===== src/rtl/fir_decim_dac_fmt.sv =====
// Box-car average and decimate a signed sample stream, apply a power-of-two gain
// with saturation, and hold the result as an offset-binary DAC word.
module fir_decim_dac_fmt #(
  parameter int IN_W       = 12,
  parameter int OUT_W      = 14,
  parameter int DECIM_LOG2 = 2,
  parameter int GAIN_SHIFT = 2
) (
  input  logic                    clk,
  input  logic                    rst,
  input  logic signed [IN_W-1:0]  in_data,
  input  logic                    in_valid,
  input  logic                    clr_sat,
  output logic [OUT_W-1:0]        dac_data,
  output logic                    out_valid,
  output logic                    sat_flag
);

  localparam int AW  = IN_W + DECIM_LOG2;
  localparam int SCW = IN_W + GAIN_SHIFT;
  // One spare bit over the wider of scaled/output so both limits compare as signed
  localparam int SW  = ((SCW > OUT_W) ? SCW : OUT_W) + 1;
  localparam logic signed [SW-1:0] MAX_V = SW'((2 ** (OUT_W - 1)) - 1);
  localparam logic signed [SW-1:0] MIN_V = ~MAX_V;

  logic signed [AW-1:0]   acc_reg;
  logic signed [AW-1:0]   sum_next;
  logic signed [IN_W-1:0] avg_next;
  logic signed [SCW-1:0]  scaled_next;
  logic signed [SW-1:0]   wide_next;
  logic [OUT_W-1:0]       clamped_next;
  logic                   sat_hit_next;
  logic                   last_sample;
  logic [OUT_W-1:0]       dac_reg;
  logic                   out_valid_reg;
  logic                   sat_reg;

  generate
    if (DECIM_LOG2 > 0) begin : g_cnt
      logic [DECIM_LOG2-1:0] cnt_reg;

      // Counter wraps naturally from DECIM-1 back to 0 on the completing sample
      always_ff @(posedge clk) begin
        if (rst) begin
          cnt_reg <= '0;
        end else if (in_valid) begin
          cnt_reg <= cnt_reg + DECIM_LOG2'(1);
        end
      end

      assign last_sample = &cnt_reg;
    end else begin : g_nocnt
      assign last_sample = 1'b1;
    end
  endgenerate

  always_comb begin
    sum_next     = acc_reg + AW'(in_data);
    avg_next     = IN_W'(sum_next >>> DECIM_LOG2);
    scaled_next  = SCW'(avg_next) <<< GAIN_SHIFT;
    wide_next    = SW'(scaled_next);
    clamped_next = wide_next[OUT_W-1:0];
    sat_hit_next = 1'b0;
    if (wide_next > MAX_V) begin
      clamped_next = MAX_V[OUT_W-1:0];
      sat_hit_next = 1'b1;
    end else if (wide_next < MIN_V) begin
      clamped_next = MIN_V[OUT_W-1:0];
      sat_hit_next = 1'b1;
    end
  end

  always_ff @(posedge clk) begin
    if (rst) begin
      acc_reg       <= '0;
      dac_reg       <= {1'b1, {(OUT_W-1){1'b0}}};
      out_valid_reg <= 1'b0;
    end else begin
      out_valid_reg <= in_valid & last_sample;
      if (in_valid) begin
        if (last_sample) begin
          acc_reg <= '0;
          dac_reg <= {~clamped_next[OUT_W-1], clamped_next[OUT_W-2:0]};
        end else begin
          acc_reg <= sum_next;
        end
      end
    end
  end

  // A clamp in the same cycle as clr_sat keeps the flag set
  always_ff @(posedge clk) begin
    if (rst) begin
      sat_reg <= 1'b0;
    end else if (in_valid && last_sample && sat_hit_next) begin
      sat_reg <= 1'b1;
    end else if (clr_sat) begin
      sat_reg <= 1'b0;
    end
  end

  assign dac_data  = dac_reg;
  assign out_valid = out_valid_reg;
  assign sat_flag  = sat_reg;

endmodule


===== config.mk =====
export PLATFORM = sky130hd
export DESIGN_NAME = fir_decim_dac_fmt
export DESIGN_NICKNAME = d
export VERILOG_FILES = /design/src/rtl/fir_decim_dac_fmt.sv
export SDC_FILE = /design/constraint.sdc
export NUM_CORES = 1
export LEC_CHECK = 0
export ABC_AREA = 1
export BUFFER_PORTS_ARGS = -buffer_cell sky130_fd_sc_hd__clkbuf_2
export CAP_MARGIN = 0
export CORE_MARGIN = 3
export CORE_UTILIZATION = 60
export DETAILED_ROUTE_END_ITERATION = 7
export GPL_TIMING_DRIVEN = 0
export PLACE_DENSITY = 0.93
export SYNTH_ARGS = -nofsm -noshare
export SYNTH_HDL_FRONTEND = slang
export SYNTH_SLANG_ARGS = --single-unit

===== constraint.sdc =====
create_clock -name clk -period 2.59 [get_ports clk]
set_input_delay 0.1295 -clock clk [delete_from_list [all_inputs] [get_ports clk]]
set_output_delay 0.1295 -clock clk [all_outputs]
set_load 0.05 [all_outputs]

==> impl_results.md, run 1 <==
- Status: complete, no violations
- Synthesized cell area: 1880 sq um
- Clk pin slew, worst setup/hold paths: 100 ps
- Wire length on met2: 1930 um
- Vias/cell: 4.92
- Die height: 61.9 um
- Max reg flops: 14
- WP data arrival: 2160 ps
- Mapped Cells: 285
- Post-DRT Antenna Nets: 0
- WS Path Type: reg2reg
- GRT Util Overall: 24.3%
- Post-DP HPWL: 3280 um
- Cell variety after synth: 28
- P&R area growth vs syn: 13.1%
- WP data required: 2870 ps
- Synth top area share: 31.0%
- CTS tree: done
- P_leak: 1.23 nW
- DRT Wirelength: 4090 um
- Fin crit share: 72.9%
- CP cell instances: ha_1 > fa_1 > nand3_1 > nand2_2 > a21oi_2 > xor2_1 > nand2_1 > a21oi_1
- Bufs and invs on worst path: 0
- Full die area: 3830 sq um
- Clock buffer depth: 2
- FMAX: 530 MHz
- Top-level I/O count: 32
- Post-route cell area: 2120 sq um
- Crit path from: acc_reg[0]
- Inst Count DP: 355
- Period minus WS final: 1890 ps
- Maximum VDD drop: 0.000526 V
- Wire length per cell: 11.3 um
- RSZ-0062 raised after global routing: false
- Startpoint types: flop
- Worst slack, placed: 753 ps
- I/O Buffers: 26
- Sequential share of the synthesized area: 31.0%
- Final worst setup slack: 703 ps
- Power density cells: 551 nW/um^2
- Cell row count: 19
- Area leader, netlist: dfxtp_1
- Max Slew Vio Count: 0
- Max FO, Critical Path: 4
- Flops & latches, synth: 29
- Synth Area in Adders: 10.4%
- First-pass GRT wire length: 6790 um
- Most frequent cells in the layout: nand2_1 (95), inv_1 (45), dfxtp_1 (29)
- Htree depth: 2
- Worst path slowest cell: fa_1
- Grt ovf: 0
- Worst stage delay on the critical path: 430 ps
- GPL Wtd Cong: 0.864
- Setup_tns: 0 ps
- Num CTS Buffers: 5
- Vias in the first global route: 1609
- Antenna cell count: 0
- Syn_area_per_cell: 6.58 sq um
- Post-synthesis simple-gate area fraction: 28.9%
- Highest routed layer: met4
- Final Hold Vio Count: 0
- Layout Nets: 351
- Die W: 61.9 um
- Initial antenna violation count: 0
- DR iter-0 viols: 107
- Core area: 2880 sq um
- Crit. End Element: flop
- Ys Warns: 0
- # Post-CTS Setup Buffers: 0
- Finished Layout Cells: 363
- Multiplexer share of the synthesized area: 0%
- Reg-to-reg setup timing slack: 700 ps
- Layout fillers: 232
- Clock Root Buffer: clkbuf_4
- HP Class: in2reg
- Synth area leaders: dfxtp_1 (31%), nand2_1 (19%), ha_1 (9.3%)
- Overall power: 1.17 mW
- DRT Pass-1 Iters: 4
- Synth Area in Compound Gates: 13.7%
- Post_cts resized: 0
- Final setup fails: 0
- Sink Count: 29
- Met3 routed WL: 251 um
- Layout Skew: 10.6 ps
- XOR/XNOR Fraction of Synth Area: 3.27%
- Initial Util: 65.2%
- Dpl cell area: 2070 sq um
- Commonest non-fill, non-tap cell in the layout: nand2_1
- CTS Hold Bufs: 0
- Largest net degree at the start of global routing: 11
- R2R Path Start: acc_reg[0]
- Clock latency on the worst-skew pair: 340 ps
- Largest family of logic cells by synthesized area: simple AND/OR/NAND/NOR gates
- CP delay by family, top: adder cells
- WL met1: 1840 um
- Share of cells above drive strength 1: 15.0%
- DR vias: 1787
- DRC errors left: 0
- Max_cap viols: 0
- Hold path startpoint: in_valid
[layout make-up]
class	instances	area (sq um)	area share [%]
multi-input combinational	202	1070	50.3
sequential	29	581	27.4
inverter	47	176	8.32
timing repair buffer	26	130	6.14
buffer	9	58.8	2.77
tap	42	52.6	2.48
clock buffer	5	37.5	1.77
clock inverter	3	17.5	0.826
[cell usage after synthesis]
master,instances
nand2_1,95
o21a_1,1
ha_1,14
buf_4,4
buf_6,1
nand4_1,3
nor2_1,14
a21oi_2,2
buf_2,1
inv_1,45
or2_0,1
conb_1,1
nand3b_1,1
clkbuf_2,1
clkbuf_1,1
buf_1,1
nand2_2,2
a21oi_1,22
nand2_4,1
xor2_1,7
fa_1,1
nand3_1,14
or2_1,1
o21ai_0,11
o21bai_1,7
dfxtp_1,29
inv_2,2
a21o_1,2
[cells by family after synthesis]
family	Yosys count
xor+xnor	7
simple gates	132
flops	29
compound gates	45
other cells	1
buf+inv	56
fa+ha+maj	15
[worst paths after layout]
check | end | depth (start not counted)
max | acc_reg[8] | 8
min reg2reg | acc_reg[10] | 2
min | out_valid | 3
max reg2reg | acc_reg[8] | 8
[metal layers]
| metal | track usage (%) | vias to the layer above |
|---|---|---|
| li1 | - | 954 |
| met1 | 29.8 | 783 |
| met2 | 41.6 | 45 |
| met3 | 5.79 | 5 |
| met4 | 8.48 | 0 |
| met5 | 0 | - |
[power by group]
group | switching (mW) | total [mW] | leakage (nW) | internal, mW
registers | 0.0249 | 0.504 | 0.237 | 0.480
logic | 0.258 | 0.395 | 0.964 | 0.136
clock network | 0.167 | 0.269 | 0.0310 | 0.102
total | 0.451 | 1.17 | 1.23 | 0.718
[worst min-delay path, delay by kind of cell]
family | cells | cell delay (ps)
simple gates | 2 | 90
buf+inv | 1 | 120
[metrics by stage]
step	utilization, %	hold slack (ps)
floorplan	-	243
global placement	71.8	394
detailed placement	71.8	394
CTS	73.7	29.1
global route	73.7	67.6
finish	73.7	33.2
Note: power is estimated with default switching activity, not from simulation.
==> run 2, diff against run 1 <==
--- a/config.mk
+++ b/config.mk
@@ -9,10 +9,10 @@
 export BUFFER_PORTS_ARGS = -buffer_cell sky130_fd_sc_hd__clkbuf_2
 export CAP_MARGIN = 0
 export CORE_MARGIN = 3
-export CORE_UTILIZATION = 60
+export CORE_UTILIZATION = 50
 export DETAILED_ROUTE_END_ITERATION = 7
 export GPL_TIMING_DRIVEN = 0
-export PLACE_DENSITY = 0.93
+export PLACE_DENSITY = 0.84
 export SYNTH_ARGS = -nofsm -noshare
 export SYNTH_HDL_FRONTEND = slang
 export SYNTH_SLANG_ARGS = --single-unit
==> constraint.sdc (replaced) <==
create_clock -name clk -period 1.7 [get_ports clk]
set_input_delay 0.085 -clock clk [delete_from_list [all_inputs] [get_ports clk]]
set_output_delay 0.085 -clock clk [all_outputs]
set_load 0.05 [all_outputs]
==> run 2 against run 1 <==
Net effect: critical path depth up 2; global-route usage down 4.4 points; die area is 18% higher; count of clock-buffer cells in the layout is the same; routed wire length is 12% higher; combinational power rose by 78%; register-to-register slack lost 700 ps; hold slack improved by 49 ps; sequential share of layout area fell by 2.9 points; utilization decreased by 5.1 points; clock power rose to 3.1 times the previous value; clock skew shrank 4.2 ps.
==> impl_results.md, run 2 (synthesis results as in run 1) <==
- Final Hold Vio Count: 0 (unchanged)
- Hold path startpoint: in_valid
- DRT Pass-1 Iters: 4 (unchanged)
- CTS tree: done
- Top cell by count, worst path: nand2_1
- Cell row count: 21 (+2)
- WS Path Type: reg2reg
- Vias/cell: 4.95 (+0.47%)
- Clock latency on the worst-skew pair: 280 ps (-60 ps)
- Die W: 67.2 um (+8.6%)
- Most frequent cells in the layout: nand2_1 (91), inv_1 (45), dfxtp_1 (28)
- Startpoint types: flop
- CP cell instances: ha_4 > fa_2 > nand3_2 > nand2_2 > nand2_1 > nand2_1 > or2_1 > nand2_1 > a21o_1 > inv_1
- FMAX: 590 MHz (+11%)
- Clock power share: 36.4% (+13 points)
- Full die area: 4520 sq um (+18%)
- Die height: 67.2 um (+8.6%)
- Power density cells: 976 nW/um^2 (+77%)
- Worst slack, placed: -127 ps (-879 ps)
- Post-DP HPWL: 3160 um (-3.7%)
- Post-layout util: 68.7% (-5.1 points)
- Status: complete, no violations
- CP delay by family, top: simple AND/OR/NAND/NOR gates
- GPL Wtd Cong: 0.850 (-1.6%)
- Top-level I/O count: 32 (unchanged)
- Setup_tns: 0 ps (unchanged)
- RSZ-0062 raised after global routing: true
- Max_cap viols: 0 (unchanged)
- Pint: 1.58 mW (+120%)
- Post-route cell area: 2380 sq um (+12%)
- R2R Path Start: acc_reg[0]
- Core area: 3470 sq um (+21%)
- Initial antenna violation count: 0 (unchanged)
- Wire length per cell: 12.3 um (+9.4%)
- Initial Util: 54.1% (-11 points)
- Finished Layout Cells: 371 (+2.2%)
- Bufs and invs on worst path: 1 (+1)
- Final worst setup slack: 6.31 ps (-696 ps)
- Layout fillers: 293 (+26%)
- Final setup fails: 0 (unchanged)
- P_leak: 1.29 nW (+4.6%)
- Min Hold Slack: 82.0 ps (+48.8 ps)
- Max reg flops: 14 (unchanged)
- Antenna cell count: 0 (unchanged)
- I/O Buffers: 26 (unchanged)
- Flop pwr share: 33.4% (-9.8 points)
- Fin crit share: 99.6% (+27 points)
- Dpl cell area: 2070 sq um (+0.24%)
- Inst Count DP: 359 (+1.1%)
- Worst path slowest cell: fa_2
- GRT Util Overall: 19.9% (-4.4 points)
- HP Class: in2reg
- Max Slew Vio Count: 0 (unchanged)
- Post-DRT Antenna Nets: 0 (unchanged)
- DRT Wirelength: 4580 um (+12%)
- Clk pin slew, worst setup/hold paths: 70 ps (-30 ps)
- Clock Root Buffer: clkbuf_8
- Clock buffer depth: 2 (unchanged)
- First-pass GRT wire length: 6790 um (unchanged)
- Crit path from: acc_reg[0]
- Htree depth: 2 (unchanged)
- Layout Nets: 355 (+1.1%)
- Commonest non-fill, non-tap cell in the layout: nand2_1
- Sink Count: 29 (unchanged)
- Vias in the first global route: 1584 (-1.6%)
- Worst stage delay on the critical path: 360 ps (-70 ps)
- CTS Hold Bufs: 0 (unchanged)
- DR vias: 1835 (+2.7%)
- WP data required: 1880 ps (-990 ps)
- DRC errors left: 0 (unchanged)
- DR iter-0 viols: 135 (+26%)
- Share of cells above drive strength 1: 23.7% (+8.7 points)
- WP data arrival: 1870 ps (-290 ps)
- Switching Fraction: 32.1% (-6.5 points)
- Overall power: 2.32 mW (+99%)
- P&R area growth vs syn: 27.0%
- Period minus WS final: 1690 ps (-194 ps)
- Max FO, Critical Path: 4 (unchanged)
- Net Sw Power: 0.745 mW (+65%)
- FF+latch area: 582 sq um (+0.22%)
- Crit. End Element: flop
- Largest net degree at the start of global routing: 11 (unchanged)
- Logic gate share of total power: 30.2% (-3.6 points)
- Num CTS Buffers: 5 (unchanged)
- Multi-input logic area: 1210 sq um (+14%)
- Maximum VDD drop: 0.000942 V (+79%)
- Layout Skew: 6.45 ps (-4.15 ps)
- Grt ovf: 0 (unchanged)
==> run 2: cell types whose count changed in the layout (fill, tap and decap cells not counted), moves of 5 or more <==
cell	delta
ha_4	+6
clkbuf_4	-5
clkbuf_8	+5
ha_1	-7
==> run 2: final cells by class <==
type / count / area share [%]
tap: 46 / 2.42
clock buffer: 5 / 2.89
timing repair buffer: 30 / 6.73
sequential: 29 / 24.4
multi-input combinational: 202 / 50.9
clock inverter: 3 / 2.73
buffer: 9 / 2.47
inverter: 47 / 7.41
==> run 2: repair_timing <==
action,in CTS,in global routing
buffers inserted,2,2
endpoints found under the setup margin,6,20
pin swaps,2,4
gates resized for setup,5,24
==> run 2: worst register-to-register path: stages, from the launching register on <==
cell,delay (ps)
dfxtp_2,330
ha_4,160
fa_2,360
nand3_2,90
nand2_2,80
nand2_1,70
nand2_1,60
or2_1,220
nand2_1,80
a21o_1,110
inv_1,30
==> run 2: power by group through the flow <==
| stage | sequential [mW] | clock (mW) | combinational (mW) |
|---|---|---|---|
| after floorplan | 0.797 | 0 | 0.433 |
| after global placement | 0.779 | 0 | 0.572 |
| after detailed placement | 0.781 | 0 | 0.582 |
| after CTS | 0.768 | 0.856 | 0.603 |
| after global routing | 0.782 | 0.896 | 0.779 |
| final | 0.777 | 0.845 | 0.702 |
==> run 2: worst paths after layout <==
kind / to / slack (ps) / depth (start not counted)
min reg2reg: acc_reg[12] / 480 / 2
max: dac_data[6] / 6 / 10
min: out_valid / 80 / 3
max reg2reg: dac_data[6] / 6 / 10
==> run 2: metal layers <==
layer  global-route usage, %  up-vias  part of all wire, %
met5                       0        -                    0
met2                    34.2       44                   48
met1                    25.0      825                   46
met3                    3.49        7                  4.6
met4                    6.84        0                  2.0
li1                        -      959                    -
